### src/rtl/nh_lcd_bus_arbiter.sv
// nh_lcd_bus_arbiter
//   Arbitrates the physical LCD bus between a command requester (cmd) and a
//   pixel writer (pix). Ownership is granted from IDLE with a 1-cycle
//   latency. Ties are broken round-robin, and cmd wins the first tie after
//   reset. An owner keeps the bus until it pulses its release or until its
//   hold time reaches i_timeout. After ownership ends, the bus sits idle for
//   TURNAROUND_CYCLES before the next arbitration. Bus outputs are the
//   owner's controls registered once, or the idle pattern when nobody owns
//   the bus.
//
// Ports
//   clk, rst                 clock, synchronous active-high reset
//   i_enable                 allow new grants
//   i_timeout[31:0]          max owned cycles, 0 = no limit
//   i_clear_status           clears o_timeout_flag
//   i_{cmd,pix}_req/release  request level / release pulse per requester
//   o_{cmd,pix}_gnt          grant level per requester
//   i_{cmd,pix}_*            per-requester bus controls and data
//   o_cmd_mode, o_write, o_read, o_data_out_en, o_data_out  muxed bus
//   o_owner[1:0]             0 none, 1 cmd, 2 pix
//   o_timeout_flag           sticky force-release indication
module nh_lcd_bus_arbiter #(
    parameter int TURNAROUND_CYCLES = 2
) (
    input  logic        clk,
    input  logic        rst,
    input  logic        i_enable,
    input  logic [31:0] i_timeout,
    input  logic        i_clear_status,
    input  logic        i_cmd_req,
    output logic        o_cmd_gnt,
    input  logic        i_cmd_release,
    input  logic        i_pix_req,
    output logic        o_pix_gnt,
    input  logic        i_pix_release,
    input  logic        i_cmd_cmd_mode,
    input  logic        i_cmd_write,
    input  logic        i_cmd_read,
    input  logic        i_cmd_data_out_en,
    input  logic [7:0]  i_cmd_data_out,
    input  logic        i_pix_cmd_mode,
    input  logic        i_pix_write,
    input  logic        i_pix_read,
    input  logic        i_pix_data_out_en,
    input  logic [7:0]  i_pix_data_out,
    output logic        o_cmd_mode,
    output logic        o_write,
    output logic        o_read,
    output logic        o_data_out_en,
    output logic [7:0]  o_data_out,
    output logic [1:0]  o_owner,
    output logic        o_timeout_flag
);

    typedef enum logic [1:0] {IDLE, OWN_CMD, OWN_PIX, TURNAROUND} state_t;

    localparam logic [3:0] TA_LOAD = 4'(TURNAROUND_CYCLES - 1);

    state_t      state_q, state_d;
    logic [31:0] hold_q, hold_d;
    logic [3:0]  ta_q, ta_d;
    logic        rr_cmd_q, rr_cmd_d;     // 1: cmd wins the next tie
    logic        flag_q, flag_d;
    logic        cmd_gnt_q, cmd_gnt_d;
    logic        pix_gnt_q, pix_gnt_d;
    logic [1:0]  owner_q, owner_d;
    logic        cmd_mode_q, cmd_mode_d;
    logic        write_q, write_d;
    logic        read_q, read_d;
    logic        data_out_en_q, data_out_en_d;
    logic [7:0]  data_out_q, data_out_d;
    logic        timeout_hit;
    logic        set_flag;

    // The current cycle is counted as owned, so the bus is held for
    // exactly i_timeout cycles.
    assign timeout_hit = (i_timeout != 32'd0) &&
                         (({1'b0, hold_q} + 33'd1) >= {1'b0, i_timeout});

    always_comb begin
        state_d       = state_q;
        hold_d        = hold_q;
        ta_d          = ta_q;
        rr_cmd_d      = rr_cmd_q;
        set_flag      = 1'b0;
        cmd_mode_d    = 1'b1;
        write_d       = 1'b0;
        read_d        = 1'b0;
        data_out_en_d = 1'b1;
        data_out_d    = 8'h00;

        case (state_q)
            IDLE: begin
                if (i_enable) begin
                    if (i_cmd_req && (!i_pix_req || rr_cmd_q)) begin
                        state_d  = OWN_CMD;
                        hold_d   = 32'd0;
                        rr_cmd_d = 1'b0;
                    end else if (i_pix_req) begin
                        state_d  = OWN_PIX;
                        hold_d   = 32'd0;
                        rr_cmd_d = 1'b1;
                    end
                end
            end
            OWN_CMD: begin
                cmd_mode_d    = i_cmd_cmd_mode;
                write_d       = i_cmd_write;
                read_d        = i_cmd_read;
                data_out_en_d = i_cmd_data_out_en;
                data_out_d    = i_cmd_data_out;
                if (i_cmd_release || timeout_hit) begin
                    state_d  = TURNAROUND;
                    ta_d     = TA_LOAD;
                    set_flag = !i_cmd_release;  // a release wins over a timeout
                end else begin
                    hold_d = hold_q + 32'd1;
                end
            end
            OWN_PIX: begin
                cmd_mode_d    = i_pix_cmd_mode;
                write_d       = i_pix_write;
                read_d        = i_pix_read;
                data_out_en_d = i_pix_data_out_en;
                data_out_d    = i_pix_data_out;
                if (i_pix_release || timeout_hit) begin
                    state_d  = TURNAROUND;
                    ta_d     = TA_LOAD;
                    set_flag = !i_pix_release;
                end else begin
                    hold_d = hold_q + 32'd1;
                end
            end
            default: begin  // TURNAROUND
                if (ta_q == 4'd0) state_d = IDLE;
                else              ta_d    = ta_q - 4'd1;
            end
        endcase

        cmd_gnt_d = (state_d == OWN_CMD);
        pix_gnt_d = (state_d == OWN_PIX);
        owner_d   = (state_d == OWN_CMD) ? 2'd1 :
                    (state_d == OWN_PIX) ? 2'd2 : 2'd0;
        // A new timeout event takes priority over a clear in the same cycle.
        flag_d    = set_flag ? 1'b1 : (i_clear_status ? 1'b0 : flag_q);
    end

    always_ff @(posedge clk) begin
        if (rst) begin
            state_q       <= IDLE;
            hold_q        <= 32'd0;
            ta_q          <= 4'd0;
            rr_cmd_q      <= 1'b1;
            flag_q        <= 1'b0;
            cmd_gnt_q     <= 1'b0;
            pix_gnt_q     <= 1'b0;
            owner_q       <= 2'd0;
            cmd_mode_q    <= 1'b1;
            write_q       <= 1'b0;
            read_q        <= 1'b0;
            data_out_en_q <= 1'b1;
            data_out_q    <= 8'h00;
        end else begin
            state_q       <= state_d;
            hold_q        <= hold_d;
            ta_q          <= ta_d;
            rr_cmd_q      <= rr_cmd_d;
            flag_q        <= flag_d;
            cmd_gnt_q     <= cmd_gnt_d;
            pix_gnt_q     <= pix_gnt_d;
            owner_q       <= owner_d;
            cmd_mode_q    <= cmd_mode_d;
            write_q       <= write_d;
            read_q        <= read_d;
            data_out_en_q <= data_out_en_d;
            data_out_q    <= data_out_d;
        end
    end

    assign o_cmd_gnt      = cmd_gnt_q;
    assign o_pix_gnt      = pix_gnt_q;
    assign o_owner        = owner_q;
    assign o_timeout_flag = flag_q;
    assign o_cmd_mode     = cmd_mode_q;
    assign o_write        = write_q;
    assign o_read         = read_q;
    assign o_data_out_en  = data_out_en_q;
    assign o_data_out     = data_out_q;

endmodule

### config.mk
export PLATFORM = sky130hd
export DESIGN_NAME = nh_lcd_bus_arbiter
export DESIGN_NICKNAME = d
export VERILOG_FILES = /design/src/rtl/nh_lcd_bus_arbiter.sv
export SDC_FILE = /design/constraint.sdc
export NUM_CORES = 1
export LEC_CHECK = 0
export BUFFER_PORTS_ARGS = -buffer_cell sky130_fd_sc_hd__buf_2
export CAP_MARGIN = 0
export CORE_UTILIZATION = 56
export DETAILED_ROUTE_END_ITERATION = 10
export PLACE_DENSITY_LB_ADDON = 0.2
export SLEW_MARGIN = 20
export SYNTH_ARGS = -nofsm -noshare
export SYNTH_HDL_FRONTEND = slang
export SYNTH_SLANG_ARGS = --single-unit
### constraint.sdc
create_clock -name clk -period 5.25 [get_ports clk]
set_input_delay 0.525 -clock clk [delete_from_list [all_inputs] [get_ports clk]]
set_output_delay 0.525 -clock clk [all_outputs]
set_load 0.005 [all_outputs]
==> qor.log <==
qor: cts.cts_made_buffers 5
qor: layout.share_of_post_route_cells_with_drive_strength_above_1 24.2%
qor: floorplanning.die_height 87.4 um
qor: cts.tritoncts done
qor: worst_setup_path.r2r_start hold_q[0]$_SDFFE_PP0P_
qor: layout.flow.area_growth_from_synthesis 12.0%
qor: cts.worstSkewPairLatency 320 ps
qor: worst_setup_path.path_max_fanout 31
qor: placement.hpwl 7.38 mm
qor: route.dr_total_vias 3,855
qor: placement.routabilityCongestion 0.847
qor: layout.final_cell_mix sky130_fd_sc_hd__buf_2 (80), sky130_fd_sc_hd__dfxtp_1 (55), sky130_fd_sc_hd__inv_1 (44), sky130_fd_sc_hd__nand2_1 (44), sky130_fd_sc_hd__ha_1 (41)
qor: job.max-cap-violations 0
qor: route.first_iter_violations 249
qor: worst_setup_path.worst_ep_arrival_time 4950 ps
qor: worst_setup_path.ff2ff_path_depth 16
qor: route.avgViaCountPerCell 5.87
qor: sta.fin_crit_sh 90.3%
qor: cts.clock-root-buffer sky130_fd_sc_hd__clkbuf_8
qor: cts.htree_levels 2
qor: yosys.synth_flop_cell sky130_fd_sc_hd__dfxtp_1
qor: sta.worst_slew_margin_rel 37.9%
qor: cts.post_cts_resized 0
qor: sta.setup_viol 0
qor: worst_setup_path.critPathRequiredTime 5450 ps
qor: yosys.synth_async_sr_flop_share 0%
qor: yosys.synth_enable_flop_cells 0
qor: hold_path.hp-class in2reg
qor: yosys.synth_largest_area_cell sky130_fd_sc_hd__dfxtp_1
qor: layout.final_core_util 66.2%
qor: worst_setup_path.crit_path_start_kind flip-flop
qor: sta.timing_hold_violations_final 0
qor: sta.tightest_pin_transition 932 ps
qor: route.post-route-drc-count 0
qor: route.drt_wl_total 9.89 mm
qor: layout.nNetsFinal 665
qor: yosys.postSynthNetCount 597
qor: power_and_ir_drop.peakVddDrop 0.228 mV
qor: yosys.postSynthCellCount 492
qor: layout.num-fill-cells 654
qor: global_routing.grt_first_pass_wirelength 16.0 mm
qor: worst_setup_path.critical_path_class reg2reg
qor: status.outcome completed
qor: worst_setup_path.timing.rr.end hold_q[13]$_SDFFE_PP0P_
qor: sta.finClkSkew 6.96 ps
qor: sta.fmaxAchievable 211 MHz
qor: worst_setup_path.cp-startpoint hold_q[0]$_SDFFE_PP0P_
qor: worst_setup_path.reg2reg_slack 510 ps
qor: cts.ctsLongestPathBuffers 2
qor: route.post_drt_wl_per_cell 15.1 um
qor: sta.grt_setup_unrepaired false
qor: global_routing.antenna_violations_before_repair 0
qor: floorplanning.start_util 59.1%
qor: route.detail-route-antenna-nets 0
qor: yosys.synth-warning-count 0
qor: global_routing.grt-ovfl-total 0
qor: placement.port_buffers 80
qor: worst_setup_path.endpoint hold_q[13]$_SDFFE_PP0P_
qor: yosys.top_cell_type_s_share_of_synthesized_area 27.0%
qor: global_routing.grt_usage 27.0%
qor: yosys.postSynthAreaPerCell 8.30 um2
qor: power_and_ir_drop.powerDensity 344 nW/um2
qor: sta.timing.final.crit_period 4740 ps
qor: floorplanning.rows 30
qor: global_routing.grt_pass1_vias 3,444
qor: layout.layout.cells.most_common sky130_fd_sc_hd__buf_2
qor: yosys.netlist_top_cells_area sky130_fd_sc_hd__dfxtp_1 (27%), sky130_fd_sc_hd__ha_1 (13%), sky130_fd_sc_hd__xnor2_1 (4.1%), sky130_fd_sc_hd__inv_1 (4.0%), sky130_fd_sc_hd__nand2_1 (4.0%)
qor: floorplanning.die_area 7630 um2
qor: cts.clock_pin_slew_reported_for_the_worst_setup_and_hold_paths_after_clock_tree_synthesis 110 ps
qor: global_routing.maximum_number_of_pins_on_one_net_before_global_route_repair 38
qor: yosys.share_of_synthesized_area_occupied_by_flip_flops_and_latches 27.0%
qor: floorplanning.fp.coreArea 6910 um2
qor: yosys.yosys_register_bits 55
qor: route.drt-pass1-iter-count 5
qor: worst_setup_path.worst_setup_path_end_kind flip-flop
qor: sta.slew_violations 0
qor: cts.number_of_post_cts_setup_repair_buffers 0
qor: cts.clock_sinks 55
qor: floorplanning.die_w 87.4 um
qor: sta.fin_setup_tns 0 ps
qor: yosys.synth_area 4080 um2
qor: yosys.synthDistinctLibCells 66
qor: power_and_ir_drop.leakage 0.00200 uW
qor: cts.cts_hold_buf 0
qor: floorplanning.design.portCount 81
qor: layout.antenna-diode-count 0
-- sequential cells by signal, summed over array words and instances, names as in the netlist --
signal          flops
o_cmd_mode          1
o_owner             1
state_q             2
o_write             1
o_timeout_flag      1
ta_q                4
o_data_out_en       1
hold_q             32
o_read              1
o_cmd_gnt           1
rr_cmd_q            1
o_data_out          8
o_pix_gnt           1
-- layer usage --
metal,GRT usage (%),routed length (um)
met1,35.0,4390
met2,46.0,4790
met3,3.98,539
met4,8.35,172
met5,0,0
-- synthesized netlist by cell type, drive strengths merged, types with 12 or more instances --
cell	instances
o21ai	17
xnor2	19
a21oi	40
nand3	32
nand4	12
dfxtp	55
nand2	53
inv	44
nor2	37
clkbuf	14
ha	41
-- final cells by class --
class / instances / area (um2) / area share, %
tap: 96 / 120 / 2.63
timing repair buffer: 83 / 423 / 9.25
inverter: 46 / 173 / 3.78
clock buffer: 6 / 72.6 / 1.59
clock inverter: 2 / 16.3 / 0.356
sequential: 55 / 1100 / 24.1
multi-input combinational: 369 / 2670 / 58.3
-- power breakdown --
group	switching [uW]	leakage, uW	internal (uW)	total, uW
registers	43.0	0.000445	472	515
logic	551	0.00152	261	811
clock network	149	0.0000418	96.3	245
total	743	0.00200	829	1570
-- metrics by stage --
stage	cell area [um2]	total power, uW	instances	setup slack (ps)	hold WS [ps]
floorplan	4080	1180	492	1250	440
global placement	4470	1290	649	708	447
detailed placement	4480	1320	649	672	458
CTS	4570	1560	657	621	422
global route	4570	1680	657	160	430
finish	4570	1570	657	507	424
-- worst max-delay path, stage by stage, from the launching register on --
cell and delay [ps]:
sky130_fd_sc_hd__dfxtp_1 470, sky130_fd_sc_hd__ha_1 310, sky130_fd_sc_hd__nand4_1 180, sky130_fd_sc_hd__and4b_1 360, sky130_fd_sc_hd__and2_4 210, sky130_fd_sc_hd__nand2_1 120
sky130_fd_sc_hd__nor2_1 160, sky130_fd_sc_hd__xor2_1 110, sky130_fd_sc_hd__ha_1 330, sky130_fd_sc_hd__nand3_2 120, sky130_fd_sc_hd__nor4_2 310, sky130_fd_sc_hd__nor3b_4 340
sky130_fd_sc_hd__o2111ai_2 250, sky130_fd_sc_hd__a31oi_2 450, sky130_fd_sc_hd__o22a_4 510, sky130_fd_sc_hd__a21oi_1 80, sky130_fd_sc_hd__o31ai_1 300
-- logic make-up after synthesis --
group / synth area share (%)
simple gates: 24.2
compound gates: 21.4
buf+inv: 7.91
flops: 27.0
fa+ha+maj: 12.6
xor+xnor: 6.44
mux: 0.491
-- worst min path at each step --
stage                                 start                  endpoint  slack [ps]  cells past startpoint
finish                       i_cmd_cmd_mode     o_cmd_mode$_SDFF_PP1_         420                      2
global route              i_cmd_data_out_en  o_data_out_en$_SDFF_PP1_         430                      2
CTS                          i_cmd_cmd_mode     o_cmd_mode$_SDFF_PP1_         420                      2
detailed placement  hold_q[31]$_SDFFE_PP0P_   hold_q[31]$_SDFFE_PP0P_         460                      2
global placement    hold_q[31]$_SDFFE_PP0P_   hold_q[31]$_SDFFE_PP0P_         450                      2
floorplan           hold_q[31]$_SDFFE_PP0P_   hold_q[31]$_SDFFE_PP0P_         440                      2
Power figures use the tool's default switching activity.
